`src/rtl/mips_fetch_unit.sv`:
```
`default_nettype none
// ============================================================================
// Module      : mips_fetch_unit
// Description : Instruction fetch stage. Holds the PC, fetches one instruction
//               over a req/ack handshake and computes the next PC on retire.
// Revision    : 1.0 - initial release
// ============================================================================
module mips_fetch_unit #(
    parameter logic [31:0] RESET_PC = 32'h0000_0000,
    parameter int          TIMEOUT  = 8
) (
    input  logic        clk,
    input  logic        reset,
    output logic        imem_req,
    output logic [31:0] imem_addr,
    input  logic        imem_ack,
    input  logic [31:0] imem_rdata,
    output logic [31:0] instr,
    output logic        instr_valid,
    output logic [31:0] pc,
    input  logic        retire,
    input  logic        branch,
    input  logic        bne,
    input  logic        jmp,
    input  logic        zero,
    output logic        fetch_err,
    output logic [31:0] instr_count
);

    localparam int                   c_WAIT_W    = $clog2(TIMEOUT);
    localparam logic [c_WAIT_W-1:0] c_WAIT_LAST = c_WAIT_W'(TIMEOUT - 1);

    typedef enum logic [1:0] {
        S_IDLE  = 2'd0,
        S_REQ   = 2'd1,
        S_VALID = 2'd2
    } state_t;

    state_t              r_state;
    state_t              w_state_nxt;
    logic [31:0]         r_pc;
    logic [31:0]         r_instr;
    logic                r_err;
    logic [31:0]         r_count;
    logic [c_WAIT_W-1:0] r_wait;

    logic                w_accept;
    logic                w_timeout;
    logic                w_retire;
    logic [31:0]         w_p4;
    logic [31:0]         w_br_target;
    logic [31:0]         w_jmp_target;
    logic                w_taken;
    logic [31:0]         w_next_pc;

    always_comb begin
        w_state_nxt = r_state;
        w_accept    = 1'b0;
        w_timeout   = 1'b0;
        w_retire    = 1'b0;
        case (r_state)
            S_IDLE: w_state_nxt = S_REQ;
            S_REQ: begin
                if (imem_ack) begin
                    w_accept    = 1'b1;
                    w_state_nxt = S_VALID;
                end else if (r_wait == c_WAIT_LAST) begin
                    // Give up for one cycle, then retry the same address.
                    w_timeout   = 1'b1;
                    w_state_nxt = S_IDLE;
                end
            end
            S_VALID: begin
                if (retire) begin
                    w_retire    = 1'b1;
                    w_state_nxt = S_REQ;
                end
            end
            default: w_state_nxt = S_IDLE;
        endcase
    end

    // Jump takes priority over a taken branch.
    always_comb begin
        w_p4         = r_pc + 32'd4;
        w_taken      = branch & (bne ? ~zero : zero);
        w_jmp_target = {w_p4[31:28], r_instr[25:0], 2'b00};
        w_br_target  = w_p4 + {{14{r_instr[15]}}, r_instr[15:0], 2'b00};
        if (jmp) begin
            w_next_pc = w_jmp_target;
        end else if (w_taken) begin
            w_next_pc = w_br_target;
        end else begin
            w_next_pc = w_p4;
        end
    end

    always_ff @(posedge clk) begin
        if (reset) begin
            r_state <= S_IDLE;
            r_pc    <= RESET_PC;
            r_instr <= 32'd0;
            r_err   <= 1'b0;
            r_count <= 32'd0;
            r_wait  <= '0;
        end else begin
            r_state <= w_state_nxt;
            if (w_accept) begin
                r_instr <= imem_rdata;
            end
            if ((r_state == S_REQ) && !imem_ack && !w_timeout) begin
                r_wait <= r_wait + 1'b1;
            end else begin
                r_wait <= '0;
            end
            if (w_timeout) begin
                r_err <= 1'b1;
            end
            if (w_retire) begin
                r_pc    <= w_next_pc;
                r_count <= r_count + 32'd1;
            end
        end
    end

    assign imem_req    = (r_state == S_REQ);
    assign instr_valid = (r_state == S_VALID);
    assign imem_addr   = r_pc;
    assign pc          = r_pc;
    assign instr       = r_instr;
    assign fetch_err   = r_err;
    assign instr_count = r_count;

endmodule
`default_nettype wire

```
`config.mk`:
```
export PLATFORM = sky130hd
export DESIGN_NAME = mips_fetch_unit
export DESIGN_NICKNAME = d
export VERILOG_FILES = /design/src/rtl/mips_fetch_unit.sv
export SDC_FILE = /design/constraint.sdc
export NUM_CORES = 1
export LEC_CHECK = 0
export CORE_ASPECT_RATIO = 0.8
export CORE_MARGIN = 2
export CORE_UTILIZATION = 50
export DETAILED_ROUTE_END_ITERATION = 10
export DONT_BUFFER_PORTS = 1
export PLACE_DENSITY = 0.65
export SYNTH_ARGS = -nofsm -noshare
export SYNTH_HDL_FRONTEND = slang
export SYNTH_SLANG_ARGS = --single-unit
```
`constraint.sdc`:
```
create_clock -name clk -period 10.4 [get_ports clk]
set_input_delay 2.08 -clock clk [delete_from_list [all_inputs] [get_ports clk]]
set_output_delay 2.08 -clock clk [all_outputs]
set_load 0.005 [all_outputs]
```
==> results of run 1 <==
cell usage after synthesis, types with 2 or more instances:
cell,number,area share
o311ai_0,2,0.0026
ha_1,40,0.075
and3_1,14,0.013
buf_4,35,0.039
a21o_1,20,0.022
o22ai_1,3,0.0028
a311oi_1,2,0.0026
o211ai_1,14,0.016
or3_1,9,0.0084
a22o_1,2,0.0026
nor2_1,98,0.055
nand2_1,133,0.075
and4_1,7,0.0092
xor2_1,34,0.045
o221ai_1,3,0.0039
and3b_1,2,0.0026
or4_1,2,0.0022
a21oi_1,93,0.070
a31o_2,2,0.0026
o31ai_1,4,0.0045
xnor2_1,41,0.054
a221oi_1,3,0.0039
nand3_1,26,0.019
buf_1,5,0.0028
o21ai_0,31,0.023
and2_1,9,0.0084
o21a_1,4,0.0045
clkbuf_1,33,0.019
a2111oi_0,2,0.0026
dfxtp_1,100,0.30
a211oi_1,11,0.012
inv_1,16,0.0090
a32o_1,2,0.0030
o211a_1,2,0.0030
nand2b_1,7,0.0066
o21bai_1,2,0.0022
nand4_1,20,0.019
nor3_1,11,0.0082
a31oi_1,4,0.0037
nor2b_1,3,0.0028
registers in the layout (all words and copies together), names as in the netlist:
| register | count |
|---|---|
| instr | 32 |
| instr_count | 32 |
| imem_addr | 30 |
| r_wait | 3 |
| r_state | 2 |
| fetch_err | 1 |
metrics by stage:
step | util | total power [mW] | hold slack, ns | std cells
after floorplan | - | 0.481 | 0.397 | 881
after global placement | 0.506 | 0.496 | 0.408 | 990
after detailed placement | 0.506 | 0.498 | 0.419 | 990
after CTS | 0.530 | 0.848 | 0.432 | 1006
after global routing | 0.530 | 0.876 | 0.443 | 1006
final | 0.530 | 0.840 | 0.430 | 1006
routing by layer:
layer / GRT usage / share of wire / vias to the layer above
met1: 0.345 / 0.43 / 2870
li1: - / - / 2951
met5: 0 / 0 / -
met3: 0.0673 / 0.093 / 34
met4: 0.0897 / 0.020 / 0
met2: 0.426 / 0.46 / 289
where the power goes:
part,internal (mW),switching (mW)
sequential,0.393,0.0146
clock,0.190,0.159
combinational,0.0278,0.0552
cell families (layout without fill, tap and decap cells):
kind of cell,after synthesis,in the layout
buf+inv,90,40
xor+xnor,75,75
mux,1,1
simple gates,351,351
flops,100,100
other cells,1,4
compound gates,219,219
fa+ha+maj,41,41
path summary, 6_finish.rpt:
path                              startpoint            end
worst max-delay path            imem_addr[4]  imem_addr[31]
worst min-delay path               r_wait[0]      r_wait[0]
worst max register to register  imem_addr[4]  imem_addr[31]
worst min register to register     r_wait[0]      r_wait[0]
layout make-up:
| type | count | area, µm² | area share |
|---|---|---|---|
| sequential | 100 | 2000 | 0.291 |
| clock buffer | 9 | 225 | 0.0328 |
| multi-input combinational | 691 | 4230 | 0.615 |
| tap | 175 | 219 | 0.0319 |
| clock inverter | 7 | 80.1 | 0.0117 |
| inverter | 17 | 63.8 | 0.00929 |
| timing repair buffer | 7 | 52.6 | 0.00765 |
placed cells by master, fill, tap and decap left out, types with 3 or more instances in the layout:
master	instances
dfxtp_1	100
o22ai_1	3
o221ai_1	3
xnor2_1	41
a211oi_1	11
inv_1	16
o211ai_1	14
a221oi_1	3
o31ai_1	4
nand3_1	26
o21a_1	4
o21ai_0	31
and4_1	7
a21o_1	20
ha_1	40
nor3_1	11
nor2_1	98
conb_1	4
nand2_1	133
or3_1	9
xor2_1	34
and2_1	9
a21oi_1	93
clkbuf_16	9
nand2b_1	7
nand4_1	20
buf_4	7
a31oi_1	4
nor2b_1	3
and3_1	14
==> flow_summary.toml, run 1 <==
[logic_synthesis]
synthMuxAreaShare = 0.00168
synthSimpleGateAreaFrac = 0.247
synth_top_family_by_area = "simple AND/OR/NAND/NOR gates"
ys_seq_area_frac = 0.299
synthAdderAreaFrac = 0.0779
synth.distinct_cells = 67
ys_warn_count = 0
synth-async-reset-ratio = 0
synth-compound-area-share = 0.205
synth_xor_area_frac = 0.0983
synth_area_per_cell_um2 = 7.61
synth_edf_count = 0
syn_inst = 878
synth_ff_type = "dfxtp_1"
synth_seq_cells = 100
post_synth_instance_area_um2 = 6690

[placement]
dpl_cell_area_um2 = 6560
dpl.hpwl_um = 13800
dp_slack_ns = 6.16
gp_congestion = 0.977
place.port_buffers = 0

[power_and_ir_drop]
power.leakage_nw = 2.70
ir_drop_v = 0.0000725
power.density_nw_per_um2 = 122

[floorplan]
row_count = 37
die_w_um = 133
pin_count = 171
fp.dieH_um = 107
dieArea_um2 = 14300
initial_core_util = 0.516
core_um2 = 13000

[hold_path]
hold-path-cell-count = 1
holdCritPathClass = "register to register"

[detailed_routing]
wl_per_cell_um = 18.9
ant_nets = 0
drt_iter0_drc = 546
drt-pass1-iter-count = 5
vias_per_cell = 6.11
routed_wl_um = 19100
drcViolationCount = 0
vias = 6144

[sta]
fmax_mhz = 233
slew_violations = 0
fin_ws_ns = 6.12
hold_viol_final = 0
worst_pin_slew_ns = 1.03
setup_violations = 0
final.setup.tns_ns = 0
rsz0062_at_grt = "false"
slew_headroom = 0.308
final.setup_skew_ns = 0.00749
min_period_over_period = 0.412
finalCriticalPeriod_ns = 4.28

[clocking]
clock-sinks = 100
clk_pin_slew_ns = 0.07
cts_hold_buf = 0
cts_tree = "yes"
insertion_delay_ns = 0.35
cts_setup_buffers = 0
cts_root_buf = "clkbuf_16"
htree_levels = 3
cts_buffers = 9
clockBufferDepth = 2
cts_resized = 0

[grt]
grtUsageTotal = 0.264
grt_pass1_wl_um = 30200
grt_max_degree = 90
antenna_found_initial = 0
grt_pass1_vias = 5662
grt-ovfl-total = 0

[finish]
n_antenna_cell = 0
nets = 907
nFillCells = 1243
area_growth_pct = 2.73
drive_gt1_frac = 0.0385
postLayoutCellArea_um2 = 6870

[worst_setup_path]
crit_fanout = 8
critPathMaxStageDelay_ns = 0.56
start_kind = "register"
crit_path_top_delay_cell = "dfxtp_1"
reg2reg_depth = 15
crit_required_ns = 10.63
critical_path_class = "register to register"
cp_cell_sequence = "and4_1, and3_4, nand4_4, nor3_1, xor2_1, ha_1, and3_1, o211ai_1, nand2b_1, and4_1, a31o_2, and4b_1, nor3_2, nor3_1, o41a_1"
path_buf_inv = 0
crit_path_end_kind = "register"
critical-path-top-delay-family = "simple AND/OR/NAND/NOR gates"
cp.depth = 15
r2r_slack_ns = 6.12
cp.arrival_ns = 4.51

[run_status]
status = "finished, final reports clean"

[job]
drv_cap = 0
Note: power is estimated with default switching activity, not from simulation.
==> run 2: changes to the inputs <==
- ABC_AREA: default -> 1
- clock period: 10.4 -> 4.1 ns (I/O delays scaled with it)
==> run 2 against run 1 <==
Compared with the run above:
- worst hold slack better by 0.0057 ns
- clock skew is 0.0028 ns higher
- power grew to 2.6 times the previous value
- cell area is 24% higher
- sequential share of layout area is 5.6 points lower
- worst setup slack worse by 5.7 ns
- clock power grew to 2.6 times the previous value
- critical path type unchanged
- core utilization is 0.21 points higher
- highest routed layer unchanged
- flip-flop and latch count stayed put
- cell count is 50% higher
- register-to-register slack worse by 5.7 ns
- first-iteration DRC count is 21% higher
==> flow_summary.toml, run 2 <==
[run_status]
status = "finished, final reports clean"

[detailed_routing]
vias = 8075
routed_wl_um = 25700
ant_nets = 0
drt-pass1-iter-count = 6
drt_iter0_drc = 661
wl_per_cell_um = 17.1
vias_per_cell = 5.37
drcViolationCount = 0

[grt]
grt_use_met3 = 0.0664
grt_pass1_wl_um = 40000
gr-max-usage-layer = "met1"
grt-ovfl-total = 0
met2_usage = 0.425
met1_usage = 0.429
grtUsageTotal = 0.289
grt_max_degree = 64
antenna_found_initial = 0
grt_pass1_vias = 7055

[power_and_ir_drop]
power.density_nw_per_um2 = 260
power.leakage_nw = 3.89
power_mw = 2.21
ir_drop_v = 0.000214

[sta]
final.setup_skew_ns = 0.0103
setup_violations = 0
rsz0062_at_grt = "false"
slew_violations = 0
worst_pin_slew_ns = 1.10
final.setup.tns_ns = 0
finalCriticalPeriod_ns = 3.68
min_period_over_period = 0.898
slew_headroom = 0.263
fmax_mhz = 272
hold_viol_final = 0

[logic_synthesis]
synth-compound-area-share = 0.127
synth_xor_area_frac = 0.0481
ys_warn_count = 0
post_synth_instance_area_um2 = 8230
synth_edf_count = 0
ys_seq_area_frac = 0.243
synth_ff_type = "dfxtp_1"
syn_inst = 1330
synthAdderAreaFrac = 0.0633
synth.distinct_cells = 45
synth.area.top_cells = "dfxtp_1, nand2_1, inv_1"
synth_area_per_cell_um2 = 6.19
synth_top_family_by_area = "simple AND/OR/NAND/NOR gates"
synth_seq_cells = 100
synthSimpleGateAreaFrac = 0.380
synth.largest_area_cell = "dfxtp_1"
synthMuxAreaShare = 0
synth_common_cells = "nand2_1, inv_1, a21oi_1"
yosysMostFrequentCell = "nand2_1"
synth-async-reset-ratio = 0
synth.top_cell.area_share = 0.243

[clocking]
clockBufferDepth = 2
cts_resized = 0
clk_pin_slew_ns = 0.08
htree_levels = 3
cts_hold_buf = 0
clock-sinks = 100
cts_setup_buffers = 0
insertion_delay_ns = 0.35
cts_root_buf = "clkbuf_16"
cts_buffers = 9
cts_tree = "yes"

[floorplan]
row_count = 41
die_w_um = 147
dieArea_um2 = 17500
pin_count = 171
fp.dieH_um = 119
initial_core_util = 0.516
core_um2 = 16000

[placement]
gp_congestion = 0.995
place.port_buffers = 0
dpl.hpwl_um = 20200

[finish]
nFillCells = 1670
layout_commonest_cell = "nand2_1"
final_cell_mix = "nand2_1, inv_1, a21oi_1"
drive_gt1_frac = 0.0799
area_growth_pct = 3.15
n_antenna_cell = 0
nets = 1365

[hold_path]
hold-path-cell-count = 1
hold_start = "r_wait[0]"
holdCritPathClass = "register to register"
whs_endpoint = "r_wait[0]"

[worst_setup_path]
critPathMaxStageDelay_ns = 0.50
crit_required_ns = 4.34
critical-path-top-delay-family = "simple AND/OR/NAND/NOR gates"
path_buf_inv = 3
cp.arrival_ns = 3.92
crit_path_top_delay_cell = "dfxtp_1"
r2r-end = "imem_addr[20]"
r2r_slack_ns = 0.42
start_kind = "register"
r2r-start = "imem_addr[3]"
crit_fanout = 6
crit_path_end_kind = "register"
critical_path_class = "register to register"
cp_cell_sequence = "ha_1, inv_1, nor2_4, nand2_4, nor2_1, nand4_1, xor2_1, inv_1, ha_1, nand2_1, nor2_1, inv_1, nor3_1, nand2_1, nand3_1, nand2_1, o21ai_1, a21oi_2"
reg2reg_depth = 18

[job]
drv_cap = 0
[run 2: changes by cell type in the layout (fill, tap and decap cells not counted), sizes merged, moves of 10 or more]
cell,change
nand2,+274
inv,+175
nand3,+71
a21oi,+36
xnor2,-29
a21o,-20
nor3,+18
nor2,+15
and3,-14
o21ai,+13
a211oi,-10
[run 2: metrics by stage]
step | hold slack (ns) | cells | util | worst slack (ns) | instance area (µm²)
2_1_floorplan | 0.399 | 1333 | - | 1.35 | 8240
3_5_place_dp | 0.417 | 1488 | 0.513 | 0.633 | 8180
3_3_place_gp | 0.412 | 1488 | 0.513 | 0.617 | 8180
4_1_cts | 0.433 | 1504 | 0.532 | 0.609 | 8490
6_report | 0.436 | 1504 | 0.532 | 0.418 | 8490
5_1_grt | 0.462 | 1504 | 0.532 | 0.283 | 8490
[run 2: area by class of cell]
cell class	count	area [µm²]	area share
Clock inverter	6	68.8	0.00811
Tap cell	215	269	0.0317
Sequential cell	100	2000	0.236
Timing Repair Buffer	10	75.1	0.00885
Inverter	195	732	0.0863
Multi-Input combinational cell	968	5100	0.601
Clock buffer	10	239	0.0282
[run 2: worst reg2reg max path: cells and delay by family, from the launching register on]
family | cells | cell delay [ns]
XOR/XNOR | 1 | 0.20
AND/OR/NAND/NOR | 10 | 1.60
adder cells (fa/ha/maj) | 2 | 0.68
AO/OA/AOI/OAI | 2 | 0.35
flip-flops | 1 | 0.50
buffers and inverters | 3 | 0.26
[run 2: cell families (layout without fill, tap and decap cells)]
kind of cell	Yosys count	count (layout)
buffers and inverters	265	221
and+or+nand+nor	689	689
AOI/OAI and AO/OA	194	194
adders and majority gates	41	41
xor gates and xnor gates	40	40
DFF	100	100
other	1	4
[run 2: where the power goes]
part	switching [mW]	total, mW	internal (mW)
clock network	0.400	0.896	0.496
registers	0.0526	1.06	1.00
logic	0.171	0.259	0.0882
total	0.623	2.21	1.59
[run 2: worst max path at each step]
| stage | startpoint | to | slack (ns) | cells past startpoint |
|---|---|---|---|---|
| final | imem_addr[3] | imem_addr[20] | 0.42 | 18 |
| after global routing | imem_addr[3] | imem_addr[20] | 0.28 | 18 |
| after CTS | imem_addr[3] | imem_addr[20] | 0.61 | 18 |
| after detailed placement | imem_addr[3] | imem_addr[20] | 0.63 | 18 |
| after global placement | imem_addr[3] | imem_addr[20] | 0.62 | 18 |
| after floorplan | imem_addr[2] | imem_addr[27] | 1.35 | 20 |
[run 2: per-layer routing]
| metal | up-vias | share of wire | wire length (µm) |
|---|---|---|---|
| li1 | 4095 | - | - |
| met1 | 3579 | 0.47 | 12200 |
| met2 | 368 | 0.41 | 10600 |
| met3 | 33 | 0.099 | 2550 |
| met4 | 0 | 0.016 | 400 |
| met5 | - | 0 | 0 |
==> run 3: changes to the inputs <==
- CORE_MARGIN: 2 -> 4
- REMOVE_ABC_BUFFERS: default -> 1
==> run 3 against run 2 <==
Compared with the run above:
- cell count down 0.20%
- largest cell class unchanged
- worst setup slack better by 0.35 ns
- sequential share of layout area up 0.066 points
- highest routed layer unchanged
==> flow_summary.toml, run 3 (synthesis gave the netlist of run 2 again) <==
[run_status]
status = "finished, final reports clean"

[power_and_ir_drop]
power.leakage_nw = 3.87
ir_drop_v = 0.000201
clkPwrFrac = 0.402
power.density_nw_per_um2 = 260
p_comb_frac = 0.118
intPower_mw = 1.56
pwr-share-seq = 0.480
power_mw = 2.20
p_sw_uw = 634
swShare = 0.289

[worst_setup_path]
crit_path_top_delay_cell = "dfxtp_1"
crit_required_ns = 4.35
cp_cell_sequence = "nand2_2, nor2_1, nand2_1, nor2_1, nand3_1, nand2_1, inv_1, ha_1, nand2_1, nor2_1, inv_1, nor3_1, nand2_1, nand3_1, nand2_1, nand3_1, nand2_1, nand2_1, a21oi_1"
cp.arrival_ns = 3.58
crit_path_end_kind = "register"
crit_fanout = 7
critical_path_class = "register to register"
critPathMaxStageDelay_ns = 0.63
cpMostUsedCell = "nand2_1"
start_kind = "register"

[clocking]
cts_root_buf = "clkbuf_16"
clockBufferDepth = 2
insertion_delay_ns = 0.36
clk_pin_slew_ns = 0.07
cts_buffers = 9
cts_tree = "yes"
cts_setup_buffers = 0
clock-sinks = 100
cts_resized = 0
htree_levels = 3
cts_hold_buf = 0

[sta]
slew_violations = 0
final.setup.tns_ns = 0
hold_viol_final = 0
fmax_mhz = 300
fin_ws_ns = 0.771
finalCriticalPeriod_ns = 3.33
setup_violations = 0
final.setup_skew_ns = 0.00743
slew_headroom = 0.311
worst_pin_slew_ns = 1.03
rsz0062_at_grt = "false"
min_period_over_period = 0.812

[grt]
grt_pass1_wl_um = 41400
grt_max_degree = 64
grt-ovfl-total = 0
grt_pass1_vias = 7578
grtUsageTotal = 0.284
antenna_found_initial = 0

[placement]
place_inst = 1487
dpl.hpwl_um = 19800
dp_slack_ns = 0.852
place.port_buffers = 0
gp_congestion = 0.970

[finish]
nFillCells = 1668
final_cell_mix = "nand2_1, inv_1, a21oi_1"
layout_commonest_cell = "nand2_1"
n_antenna_cell = 0
nets = 1364
fin_cells = 1501
drive_gt1_frac = 0.0785
area_growth_pct = 2.86

[floorplan]
fp.dieH_um = 123
die_w_um = 151
core_um2 = 16000
pin_count = 171
initial_core_util = 0.516
dieArea_um2 = 18600
row_count = 41

[detailed_routing]
ant_nets = 0
drt_iter0_drc = 727
wl_per_cell_um = 17.2
vias_per_cell = 5.45
routed_wl_um = 25800
drt-pass1-iter-count = 5
drcViolationCount = 0
vias = 8177

[job]
drv_cap = 0

[hold_path]
holdCritPathClass = "register to register"
run 3: final cells by class:
| class | count | area (µm²) | area share |
|---|---|---|---|
| clock buffers | 9 | 225 | 0.0266 |
| inverters | 195 | 732 | 0.0865 |
| flip-flops and latches | 100 | 2000 | 0.237 |
| multi-input cells | 968 | 5100 | 0.603 |
| well taps | 215 | 269 | 0.0318 |
| clock inverters | 5 | 63.8 | 0.00754 |
| repair buffers | 9 | 67.6 | 0.00798 |
run 3: per-layer routing:
metal	global-route usage	part of all wire	wire length, µm
met4	0.0708	0.018	464
met1	0.414	0.47	12100
met5	0	0	0
met2	0.429	0.43	11000
met3	0.0557	0.086	2210
run 3: final timing paths:
check                start       endpoint  slack [ns]  cells after the start
min reg2reg      r_wait[0]      r_wait[0]        0.43                      1
min              r_wait[0]      r_wait[0]        0.43                      1
max          imem_addr[13]  imem_addr[27]        0.77                     19
max reg2reg  imem_addr[13]  imem_addr[27]        0.77                     19
run 3: critical path: cells and delay by family, from the launching register on:
kind                     cells  cell delay [ns]
AND/OR/NAND/NOR             15             1.99
adder cells (fa/ha/maj)      1             0.37
AO/OA/AOI/OAI                1             0.05
buffers and inverters        2             0.17
flip-flops                   1             0.63
run 3: stage by stage:
step	cell area [µm²]	hold WS, ns	utilization
floorplan	7830	0.399	-
global placement	8170	0.416	0.512
detailed placement	8170	0.411	0.512
CTS	8460	0.429	0.530
global route	8460	0.444	0.530
finish	8460	0.427	0.530
run 3: power groups by stage:
stage | clock [mW] | combinational [mW] | sequential, mW
4_1_cts | 0.897 | 0.258 | 1.05
5_1_grt | 0.931 | 0.295 | 1.06
2_1_floorplan | 0 | 0.185 | 1.06
6_report | 0.883 | 0.260 | 1.05
3_5_place_dp | 0 | 0.256 | 1.08
3_3_place_gp | 0 | 0.254 | 1.08
